--- config.mk ---
export PLATFORM = sky130hd
export DESIGN_NAME = program_sequencer
export DESIGN_NICKNAME = d
export VERILOG_FILES = /design/src/rtl/program_sequencer.sv
export SDC_FILE = /design/constraint.sdc
export NUM_CORES = 2
export LEC_CHECK = 0
export BUFFER_PORTS_ARGS = -buffer_cell sky130_fd_sc_hd__buf_2
export CORE_MARGIN = 3
export CORE_UTILIZATION = 35
export CTS_CLUSTER_DIAMETER = 200
export DETAILED_ROUTE_END_ITERATION = 12
export MAX_ROUTING_LAYER = met4
export SLEW_MARGIN = 20
export SYNTH_ARGS = -nofsm -noshare
export SYNTH_HDL_FRONTEND = slang
export SYNTH_MEMORY_MAX_BITS = 65536
export SYNTH_SLANG_ARGS = --single-unit
--- constraint.sdc ---
create_clock -name clk -period 8.25 [get_ports clk]
set_input_delay 0.825 -clock clk [delete_from_list [all_inputs] [get_ports clk]]
set_output_delay 0.825 -clock clk [all_outputs]
set_load 0.01 [all_outputs]
--- src/rtl/program_sequencer.sv ---
// program_sequencer
//
// Program store and issue sequencer for simple_processor2. A host loads a
// program serially as (instruction, operand) byte pairs. On run_start the
// sequencer releases the core from reset and presents one instruction per
// program slot. After every non-NOP, non-JUMP instruction it inserts a NOP
// "advance" cycle, because the core only increments pc on NOP-class opcodes.
// STORE results are captured into a small output FIFO. When pc runs past
// the end of the program, the core is parked on HOLD (0x20).
//
// Handshakes:
//   load_*  : a byte transfers on any cycle with load_valid=1 while
//             load_ready=1 (LOAD state). There is no back-pressure inside LOAD.
//   out_*   : the FIFO head transfers on any cycle with out_valid=1 and
//             out_ready=1. out_byte is stable while out_valid=1 and
//             out_ready=0. A pop while empty is ignored.
//
// Ports:
//   clk, reset          clock; synchronous active-high reset
//   i_load_start        pulse: enter LOAD, clear program length, index, error, FIFO
//   i_load_valid/byte   serial program bytes (even = instruction, odd = operand)
//   i_load_last         marks the final load byte
//   o_load_ready        high in LOAD
//   o_load_err          sticky: a byte arrived after 512 bytes
//   i_run_start         pulse: IDLE -> ISSUE when the program is non-empty
//   i_run_abort         pulse: ISSUE/ADVANCE/DONE -> IDLE
//   i_pc, i_data_out    core program counter and store register
//   o_instruction       instruction byte to the core
//   o_data_in           operand byte to the core
//   o_core_reset        core reset (high in IDLE and LOAD)
//   o_out_valid/byte    FIFO head
//   i_out_ready         consumer pop
//   o_busy, o_done      state is ISSUE/ADVANCE, state is DONE
//   o_dbg_state         current FSM state encoding
module program_sequencer #(
    parameter int FIFO_DEPTH = 4
) (
    input  logic       clk,
    input  logic       reset,
    input  logic       i_load_start,
    input  logic       i_load_valid,
    input  logic [7:0] i_load_byte,
    input  logic       i_load_last,
    output logic       o_load_ready,
    output logic       o_load_err,
    input  logic       i_run_start,
    input  logic       i_run_abort,
    input  logic [7:0] i_pc,
    input  logic [7:0] i_data_out,
    output logic [7:0] o_instruction,
    output logic [7:0] o_data_in,
    output logic       o_core_reset,
    output logic       o_out_valid,
    output logic [7:0] o_out_byte,
    input  logic       i_out_ready,
    output logic       o_busy,
    output logic       o_done,
    output logic [2:0] o_dbg_state
);

    localparam int CW = $clog2(FIFO_DEPTH);
    localparam logic [CW:0] FULL_CNT = (CW+1)'(FIFO_DEPTH);
    localparam logic [7:0] INSTR_HOLD = 8'h20;

    typedef enum logic [2:0] {
        S_IDLE    = 3'd0,
        S_LOAD    = 3'd1,
        S_ISSUE   = 3'd2,
        S_ADVANCE = 3'd3,
        S_DONE    = 3'd4
    } state_t;

    state_t      r_state;
    state_t      w_next_state;

    logic [7:0]  r_imem [256];
    logic [7:0]  r_omem [256];
    logic [8:0]  r_prog_len;
    logic [8:0]  r_widx;       // slot index; bit 8 set means the store is full
    logic        r_phase;      // 0: next byte is an instruction, 1: an operand
    logic        r_load_err;
    logic        r_cap_pend;   // STORE issued; capture data_out when ADVANCE closes

    logic [7:0]  r_fifo [FIFO_DEPTH];
    logic [CW-1:0] r_wr_ptr;
    logic [CW-1:0] r_rd_ptr;
    logic [CW:0]   r_count;

    logic [3:0]  w_opcode;
    logic        w_pc_end;
    logic        w_fifo_full;
    logic        w_load_accept;
    logic        w_load_write;
    logic        w_start_cap;
    logic        w_push;
    logic        w_pop;

    assign w_opcode      = r_imem[i_pc][7:4];
    assign w_pc_end      = {1'b0, i_pc} >= r_prog_len;
    assign w_fifo_full   = (r_count == FULL_CNT);
    assign w_load_accept = (r_state == S_LOAD) && i_load_valid && !i_load_start;
    assign w_load_write  = w_load_accept && !r_widx[8];
    assign w_pop         = i_out_ready && (r_count != '0) && !i_load_start;

    // Next state and core-facing outputs.
    always_comb begin
        w_next_state  = r_state;
        o_instruction = 8'h00;
        o_data_in     = 8'h00;
        w_start_cap   = 1'b0;
        w_push        = 1'b0;

        case (r_state)
            S_IDLE: begin
                if (i_run_start && (r_prog_len != 9'd0))
                    w_next_state = S_ISSUE;
            end
            S_LOAD: begin
                if (i_load_valid && i_load_last)
                    w_next_state = S_IDLE;
            end
            S_ISSUE: begin
                if (w_pc_end) begin
                    o_instruction = INSTR_HOLD;
                    w_next_state  = S_DONE;
                end else begin
                    o_instruction = r_imem[i_pc];
                    o_data_in     = r_omem[i_pc];
                    case (w_opcode)
                        4'd1, 4'd3, 4'd4, 4'd5, 4'd6: w_next_state = S_ADVANCE;
                        4'd2: begin
                            // With the FIFO full, STORE is simply re-presented;
                            // the core rewrites the same data_out value.
                            if (!w_fifo_full) begin
                                w_next_state = S_ADVANCE;
                                w_start_cap  = 1'b1;
                            end
                        end
                        // JUMP and NOP-class opcodes move pc themselves.
                        default: w_next_state = S_ISSUE;
                    endcase
                end
                if (i_run_abort) begin
                    w_next_state = S_IDLE;
                    w_start_cap  = 1'b0;
                end
            end
            S_ADVANCE: begin
                w_push       = r_cap_pend;
                w_next_state = S_ISSUE;
                if (i_run_abort) begin
                    w_next_state = S_IDLE;
                    w_push       = 1'b0;
                end
            end
            S_DONE: begin
                o_instruction = INSTR_HOLD;
                if (i_run_abort)
                    w_next_state = S_IDLE;
            end
            default: w_next_state = S_IDLE;
        endcase

        if (i_load_start) begin
            w_next_state = S_LOAD;
            w_start_cap  = 1'b0;
            w_push       = 1'b0;
        end
    end

    // State, load bookkeeping and FIFO pointers.
    always_ff @(posedge clk) begin
        if (reset) begin
            r_state    <= S_IDLE;
            r_prog_len <= 9'd0;
            r_widx     <= 9'd0;
            r_phase    <= 1'b0;
            r_load_err <= 1'b0;
            r_cap_pend <= 1'b0;
            r_wr_ptr   <= '0;
            r_rd_ptr   <= '0;
            r_count    <= '0;
        end else begin
            r_state    <= w_next_state;
            r_cap_pend <= w_start_cap;

            if (i_load_start) begin
                r_prog_len <= 9'd0;
                r_widx     <= 9'd0;
                r_phase    <= 1'b0;
                r_load_err <= 1'b0;
                r_wr_ptr   <= '0;
                r_rd_ptr   <= '0;
                r_count    <= '0;
            end else begin
                if (w_load_accept) begin
                    if (r_widx[8]) begin
                        r_load_err <= 1'b1;
                    end else if (!r_phase) begin
                        r_prog_len <= r_widx + 9'd1;
                        r_phase    <= 1'b1;
                    end else begin
                        r_phase <= 1'b0;
                        r_widx  <= r_widx + 9'd1;
                    end
                end

                if (w_push)
                    r_wr_ptr <= r_wr_ptr + 1'b1;
                if (w_pop)
                    r_rd_ptr <= r_rd_ptr + 1'b1;
                r_count <= r_count + (CW+1)'(w_push) - (CW+1)'(w_pop);
            end
        end
    end

    // Storage arrays carry no reset.
    always_ff @(posedge clk) begin
        if (w_load_write) begin
            if (!r_phase) begin
                r_imem[r_widx[7:0]] <= i_load_byte;
                // A trailing instruction with no operand byte keeps operand 0.
                r_omem[r_widx[7:0]] <= 8'h00;
            end else begin
                r_omem[r_widx[7:0]] <= i_load_byte;
            end
        end
        if (w_push && !reset)
            r_fifo[r_wr_ptr] <= i_data_out;
    end

    assign o_load_ready = (r_state == S_LOAD);
    assign o_load_err   = r_load_err;
    assign o_core_reset = (r_state == S_IDLE) || (r_state == S_LOAD);
    assign o_busy       = (r_state == S_ISSUE) || (r_state == S_ADVANCE);
    assign o_done       = (r_state == S_DONE);
    assign o_out_valid  = (r_count != '0);
    assign o_out_byte   = o_out_valid ? r_fifo[r_rd_ptr] : 8'h00;
    assign o_dbg_state  = r_state;

endmodule

Yosys cells after proc, flatten, opt, wreduce, memory -nomap -nowiden
Memory sizes are Yosys's and may differ from the RTL's. A register that Yosys moved wholly into a read port is not among the register bits.
Cells that the tools add are included.
W data, S select, Z words.
{"block": "word_totals", "ff_bits": 31, "ram_bits": 4128, "in_bits": 32, "output_inout_bits": 33, "elab_cells": 101, "n_memories": 3}
{"block": "classes", "add_sub_neg": 5, "n_lt_le_gt_ge": 1, "eq_ne": 19, "mux": 32, "bitwise": 5, "n_reduce_logical": 25}
{"name": "r_imem", "depth": 256, "width": 8, "read_ports": 1, "rd_clocked_by_memory_dff": 0, "wr": 1, "line": "76", "source": "logic [7:0] r_imem [256];"}
{"name": "r_omem", "depth": 256, "width": 8, "read_ports": 1, "rd_clocked_by_memory_dff": 0, "wr": 1, "line": "77", "source": "logic [7:0] r_omem [256];"}
{"name": "r_fifo", "depth": 4, "width": 8, "read_ports": 1, "rd_clocked_by_memory_dff": 1, "wr": 1, "line": "84", "source": "logic [7:0] r_fifo [FIFO_DEPTH];"}
{"operator": "$mux W8", "n": 5}
{"operator": "$mux W3", "n": 6}
{"operator": "$mux W9", "n": 2}
{"operator": "$pmux W8 S2", "n": 1}
{"operator": "$pmux W3 S5", "n": 1}
{"operator": "$mux W1", "n": 13}
{"operator": "$eq A4 B3 Y1 const B", "n": 3}
{"operator": "$add A9 B1 Y9 const B", "n": 1}
{"operator": "$ge A8 B9 Y1", "n": 1}
{"operator": "$reduce_bool A9 Y1", "n": 1}
{"operator": "$eq A4 B2 Y1 const B", "n": 2}
{"operator": "$logic_and A1 B1 Y1", "n": 8}
{"operator": "$reduce_and A4 Y1", "n": 2}
{"operator": "$eq A3 B2 Y1 const B", "n": 2}
{"operator": "$eq A3 B3 Y1 const B", "n": 2}
{"operator": "$mux W2", "n": 3}
{"operator": "$ne A3 B3 Y1 const B", "n": 2}
{"operator": "$ne A6 B6 Y1 const B", "n": 1}
{"operator": "$pmux W3 S2", "n": 1}
{"operator": "$reduce_and A3 Y1", "n": 2}
{"operator": "$reduce_or A6 Y1", "n": 1}
{"operator": "$ne A5 B5 Y1 const B", "n": 1}
{"operator": "$reduce_or A5 Y1", "n": 1}
{"operator": "$add A2 B1 Y2 const B", "n": 2}
{"operator": "other kinds (15)", "n": 23}

Depth between registers and ports, before layout
An unclocked memory read counts as a cell.
{"block": "logic_depth", "word_depth": 8, "depth_mapped": 17, "ltp_nobuf": 11}

Worst setup path after synthesis
OpenSTA, ideal clock, no wires.
{"block": "synth_path", "path_kind": "input port to flip-flop", "from": "input i_load_start", "to": "memory r_omem[0][0], data pin", "setup_ps": 873, "t_arrival_ps": 5252, "required_ps": 7377, "path_slack_ps": 2125, "cell_stages": 5, "n_path_buf": 2, "path_cell_list": "nand3b_1 nor2_1 clkbuf_1 clkbuf_1 and3_1"}
{"block": "synth_via", "elab_chain_cells": 6}
{"item": "from (decl)", "line": "40", "source": "input logic i_load_start,"}
{"item": "$logic_not A1 Y1", "line": "101", "source": "assign w_load_accept = (r_state == S_LOAD) && i_load_valid && !i_load_start;"}
{"item": "$logic_and A1 B1 Y1", "line": "101"}
{"item": "$logic_and A1 B1 Y1", "line": "102", "source": "assign w_load_write = w_load_accept && !r_widx[8];"}
{"item": "$mux W1", "line": "219", "source": "if (w_load_write) begin"}
{"item": "$mux W1 (not written as such)", "line": "225", "source": "r_omem[r_widx[7:0]] <= i_load_byte;"}
{"item": "$mux W8 (no source line)"}
{"item": "to (decl)", "line": "77"}
No other way between the ends.

Final worst setup path
{"block": "layout_path", "from": "input i_pc[0]", "to": "output o_data_in[3]"}
{"block": "layout_via", "elab_chain_cells": 3, "word_cells_on_any_way": 4, "cone_classes": "1 x order compare; 2 x mux; 1 x memory"}
{"item": "from (decl)", "line": "48", "source": "input logic [7:0] i_pc,"}
{"item": "$mem_v2 Z256 W8 or $ge A8 B9 Y1 (tied branches)"}
{"item": "$mux W8 *", "line": "123", "source": "if (w_pc_end) begin"}
{"item": "$mux W8 *", "line": "113", "source": "case (r_state)"}
{"item": "to (decl)", "line": "51", "source": "output logic [7:0] o_data_in,"}
Every way passes the cells marked *; elsewhere a longest branch is shown, timed or not.

==> Flow_metrics.wiki <==
{| class="wikitable"
! Metric !! Value
|-
| Internal cell power || 34.4 mW
|-
| Hold Path Cell Cnt || 1
|-
| Cell type with the highest aggregate area in the netlist || edfxtp_1
|-
| Detailed-router iteration count before antenna repair || 5
|-
| Design Power || about 43 mW
|-
| Proportion of netlist area held by the largest area contributor || between 70% and 80%
|-
| Largest fanout on the critical path || 71
|-
| Via count of the first global-routing pass || about 76k
|-
| Capture endpoint of the worst hold path || r_fifo[0][2]
|-
| Post-route DRC || 0
|-
| Pin slew with the least headroom to its limit || ~1200 ps
|-
| Prevailing post-synth register cell || edfxtp_1
|-
| Critical path, cell by cell || buf_12 > buf_12 > buf_12 > buf_12 > buf_4 > mux4_2 > mux4_2 > mux4_2 > mux4_2 > nor2b_1 > buf_2
|-
| Origin of the critical flop-to-flop path || r_widx[6]
|-
| Ratio of total power to cell area || around 240 nW/µm²
|-
| Type of origin of the critical path || primary input
|-
| Overall die height || 685 µm
|-
| Endpoint of the lowest-slack register-to-register path || r_imem[236][7]
|-
| Row Count || 248
|-
| GR Util met2 || 28.0%
|-
| Sequential cell area fraction in the yosys report || between 70% and 80%
|-
| Total global routing track utilization || between 10% and 20%
|-
| Largest cells by area after synthesis || edfxtp_1, mux4_2, nor2_1
|-
| Routed WL || between 400 and 500 mm
|-
| Number of H-tree branching levels || 5
|-
| Die area || about 470000 µm²
|-
| Fraction of final layout cells with drive strength greater than 1 || approximately 28%
|-
| Switching power of the nets || roughly 8.9 mW
|-
| Number of buffers created by CTS || between 400 and 500
|-
| Final count of pins violating max slew || 0
|-
| Routability Congestion || between 0.8 and 0.9
|-
| Worst vdd ir || roughly 0.18 mV
|-
| Relative area change from synthesis to final layout || 13.5%
|-
| Part of the power in the clock network || between 40% and 50%
|-
| Arrival time at the worst endpoint || 5590 ps
|-
| Number of hold violations in the final report || 0
|-
| Clock slew seen by the registers of the worst setup and hold paths || 60 ps
|-
| Number of antenna violations at the first check in global routing || 26
|-
| CTS Hold Buffers Added || 0
|-
| Part of the total power dissipated in sequential elements || 53.2%
|-
| Netlist Area Pre-Place || ~160000 µm²
|-
| Relative slew slack || a little under a fifth
|-
| Gr ovfl total || 0
|-
| Clock Skew || between 90 and 100 ps
|-
| Number of enable-type register cells in the synthesized netlist || a little over 4k
|-
| Fin util || between 30 and 40%
|-
| Reg2reg setup slack || just under 3000 ps
|-
| Synthesized Nets || 7061
|-
| Slowest stage delay, CP || between 500 and 600 ps
|-
| Post-CTS setup repair buffer count || 0
|-
| Yosys Warn Count || 0
|-
| Wire length per cell || slightly above 30 µm
|-
| Die boundary width || around 680 µm
|-
| Cell area reported after detailed placement || 169000 µm²
|-
| Clock latency of the later-clocked register in the worst-skew pair || about 970 ps
|-
| Vias || about 76k
|-
| Sort of element at the end of the critical path || output port
|-
| #FFs+latches synth || 4161
|-
| HPWL after detailed placement || 254 mm
|-
| Root buffer cell || clkbuf_16
|-
| Met1 Usage GRT || around 24%
|-
| Worst setup path start || i_pc[0]
|-
| Post-synth cell types || between 50 and 60
|-
| PnR worst setup slack || roughly 1800 ps
|-
| Number of buffers and inverters on the critical path || 6
|-
| Most crowded layer after global routing || met2
|-
| Post-DR vias/cell || about 5.5
|-
| I/O pins || 65
|-
| Top achievable clock speed || 0.156 GHz
|-
| Crit path time final || between 6000 and 7000 ps
|-
| Post-place setup slack || ~1800 ps
|-
| Fill cells || a little under 40k
|-
| Placeable core region || 457000 µm²
|-
| Met3 usage || ~3.2%
|-
| Switching share of total power || slightly above 20%
|-
| Effective utilization at floorplan || a little over a third
|-
| Top cell family by delay on the critical path || buffers and inverters
|-
| Mean cell area of the mapped netlist || about 23 µm²
|-
| Fin nets || approximately 7.3k
|-
| Iteration-0 DRC count of the detailed router || approximately 10k
|-
| Leak Pwr || slightly above 60 nW
|-
| Post-Syn Instances || between 7k and 8k
|-
| Required time at the worst-slack endpoint || ~7400 ps
|-
| Number of endpoints failing setup at the final stage || 0
|-
| Share of total power in combinational logic || 3.3%
|-
| Depth of the most critical reg-to-reg path || 5
|-
| Share of synthesized registers carrying an async set or reset || 0%
|-
| Status || complete, no violations
|-
| Crit Path Category || primary input to output port
|-
| Cell area after layout || 183000 µm²
|-
| Number of clock sinks || between 4k and 5k
|-
| IO buf count || 64
|-
| Wire length of the first global-routing pass || 592 mm
|-
| Antenna Violating Nets Remaining || 0
|-
| Final critical-path share of the clock period || between 70% and 80%
|-
| Maximum clock insertion buffer count || 4
|-
| Final TNS setup || 0 ps
|-
| Number of maximum-capacitance violations || 0
|-
| Worst-path cell with the longest stage delay || mux4_2
|-
| Setup repair after global routing missed its margin || no
|-
| Maximum number of pins on one net before global-route repair || between 200 and 250
|-
| Worst min-delay path startpoint || i_data_out[2]
|-
| CTS tree || done
|-
| Number of gates resized after CTS || 0
|-
| Class of the most critical hold timing path || primary input to flip-flop
|}
## worst max path at each step
stage,cells after the start,end,slack (ps)
3_5_place_dp,11,o_data_in[3],1760
2_1_floorplan,5,r_omem[0][0],2130
5_1_grt,11,o_data_in[3],1560
3_3_place_gp,12,o_instruction[5],910
4_1_cts,11,o_data_in[3],1740
6_report,11,o_data_in[3],1830
## per-layer routing
metal	share of wire (%)	up-vias
met5	0	-
met4	3.0	0
met3	8.5	630
met2	48	3545
met1	40	41200
li1	-	30200
## logic make-up (layout without fill, tap and decap cells)
family / count (synthesis) / count (layout) / synth area share [%]
and+or+nand+nor: 818 / 818 / 2.20
adders and majority gates: 19 / 19 / 0.152
DFF: 4161 / 4161 / 77.3
xor gates and xnor gates: 15 / 15 / 0.0815
other: 0 / 34 / 0
AOI/OAI and AO/OA: 179 / 179 / 0.776
muxes: 1367 / 1367 / 18.3
buffers and inverters: 451 / 1009 / 1.20
## Yosys cell counts, drive strengths merged (21+ instances only)
cell type,number
inv,22
nand2,44
mux2i,106
nor2b,45
nor2,564
dfxtp,33
edfxtp,4128
mux4,1259
buf,201
nand3,50
a22oi,62
a21oi,32
clkbuf,227
nand4,21
## layout make-up
class                           count  area (µm²)  share of cell area (%)
Sequential cell                  4161      125000                    68.2
Multi-Input combinational cell   2398       35000                    19.1
Clock buffer                      522       11000                    6.00
Tap cell                         6125        7660                    4.19
Clock inverter                    256        2580                    1.41
Timing Repair Buffer              208        1900                    1.04
Inverter                           23        86.3                  0.0472
Antenna cell                       34        85.1                  0.0465
## power groups by stage
stage               Sequential [mW]  Combinational [mW]  Clock [mW]
floorplan                      23.5               0.828           0
global placement               23.5                1.43           0
detailed placement             23.5                1.45           0
CTS                            23.1                1.45        19.1
global route                   23.1                1.51        20.0
finish                         23.1                1.44        18.8
## registers in the layout, indices dropped and copies added, names as in the netlist, named ones only
signal	flops
r_fifo	32
r_count	3
r_widx	9
r_wr_ptr	2
o_load_err	1
r_prog_len	9
r_imem	2048
r_omem	2048
r_rd_ptr	2
o_dbg_state	3
r_cap_pend	1
r_phase	1
## cell usage in the layout (no fill, tap or decap), types with 8 or more instances in the layout
| master | netlist | routed |
|---|---|---|
| a211oi_1 | 19 | 19 |
| a21oi_1 | 32 | 32 |
| a22o_1 | 12 | 12 |
| a22oi_1 | 62 | 62 |
| and2_1 | 11 | 11 |
| and3_4 | 0 | 8 |
| buf_12 | 0 | 29 |
| buf_2 | 121 | 51 |
| buf_4 | 13 | 114 |
| bufinv_16 | 0 | 42 |
| clkbuf_1 | 227 | 98 |
| clkbuf_16 | 0 | 424 |
| clkbuf_8 | 0 | 8 |
| clkinv_1 | 1 | 108 |
| clkinv_2 | 0 | 70 |
| clkinvlp_4 | 0 | 12 |
| dfxtp_1 | 33 | 33 |
| diode_2 | 0 | 34 |
| edfxtp_1 | 4128 | 4128 |
| ha_1 | 18 | 18 |
| inv_1 | 22 | 22 |
| mux2i_1 | 106 | 105 |
| mux4_2 | 1259 | 1259 |
| nand2_1 | 44 | 33 |
| nand2_2 | 0 | 8 |
| nand2b_1 | 16 | 16 |
| nand3_1 | 50 | 35 |
| nand3_2 | 0 | 9 |
| nand4_1 | 21 | 21 |
| nor2_1 | 564 | 540 |
| nor2_2 | 0 | 22 |
| nor2b_1 | 45 | 42 |
| nor3_1 | 13 | 11 |
| nor4_1 | 10 | 9 |
| o21ai_0 | 17 | 16 |
| or3_1 | 13 | 12 |
| xnor2_1 | 9 | 9 |
## through the flow
| stage | hold slack [ps] | cells |
|---|---|---|
| floorplan | 450 | 7010 |
| global placement | 479 | 12900 |
| detailed placement | 494 | 12900 |
| CTS | 36.3 | 13700 |
| global route | 86.0 | 13700 |
| finish | 122 | 13700 |
Note: power is estimated with default switching activity, not from simulation.
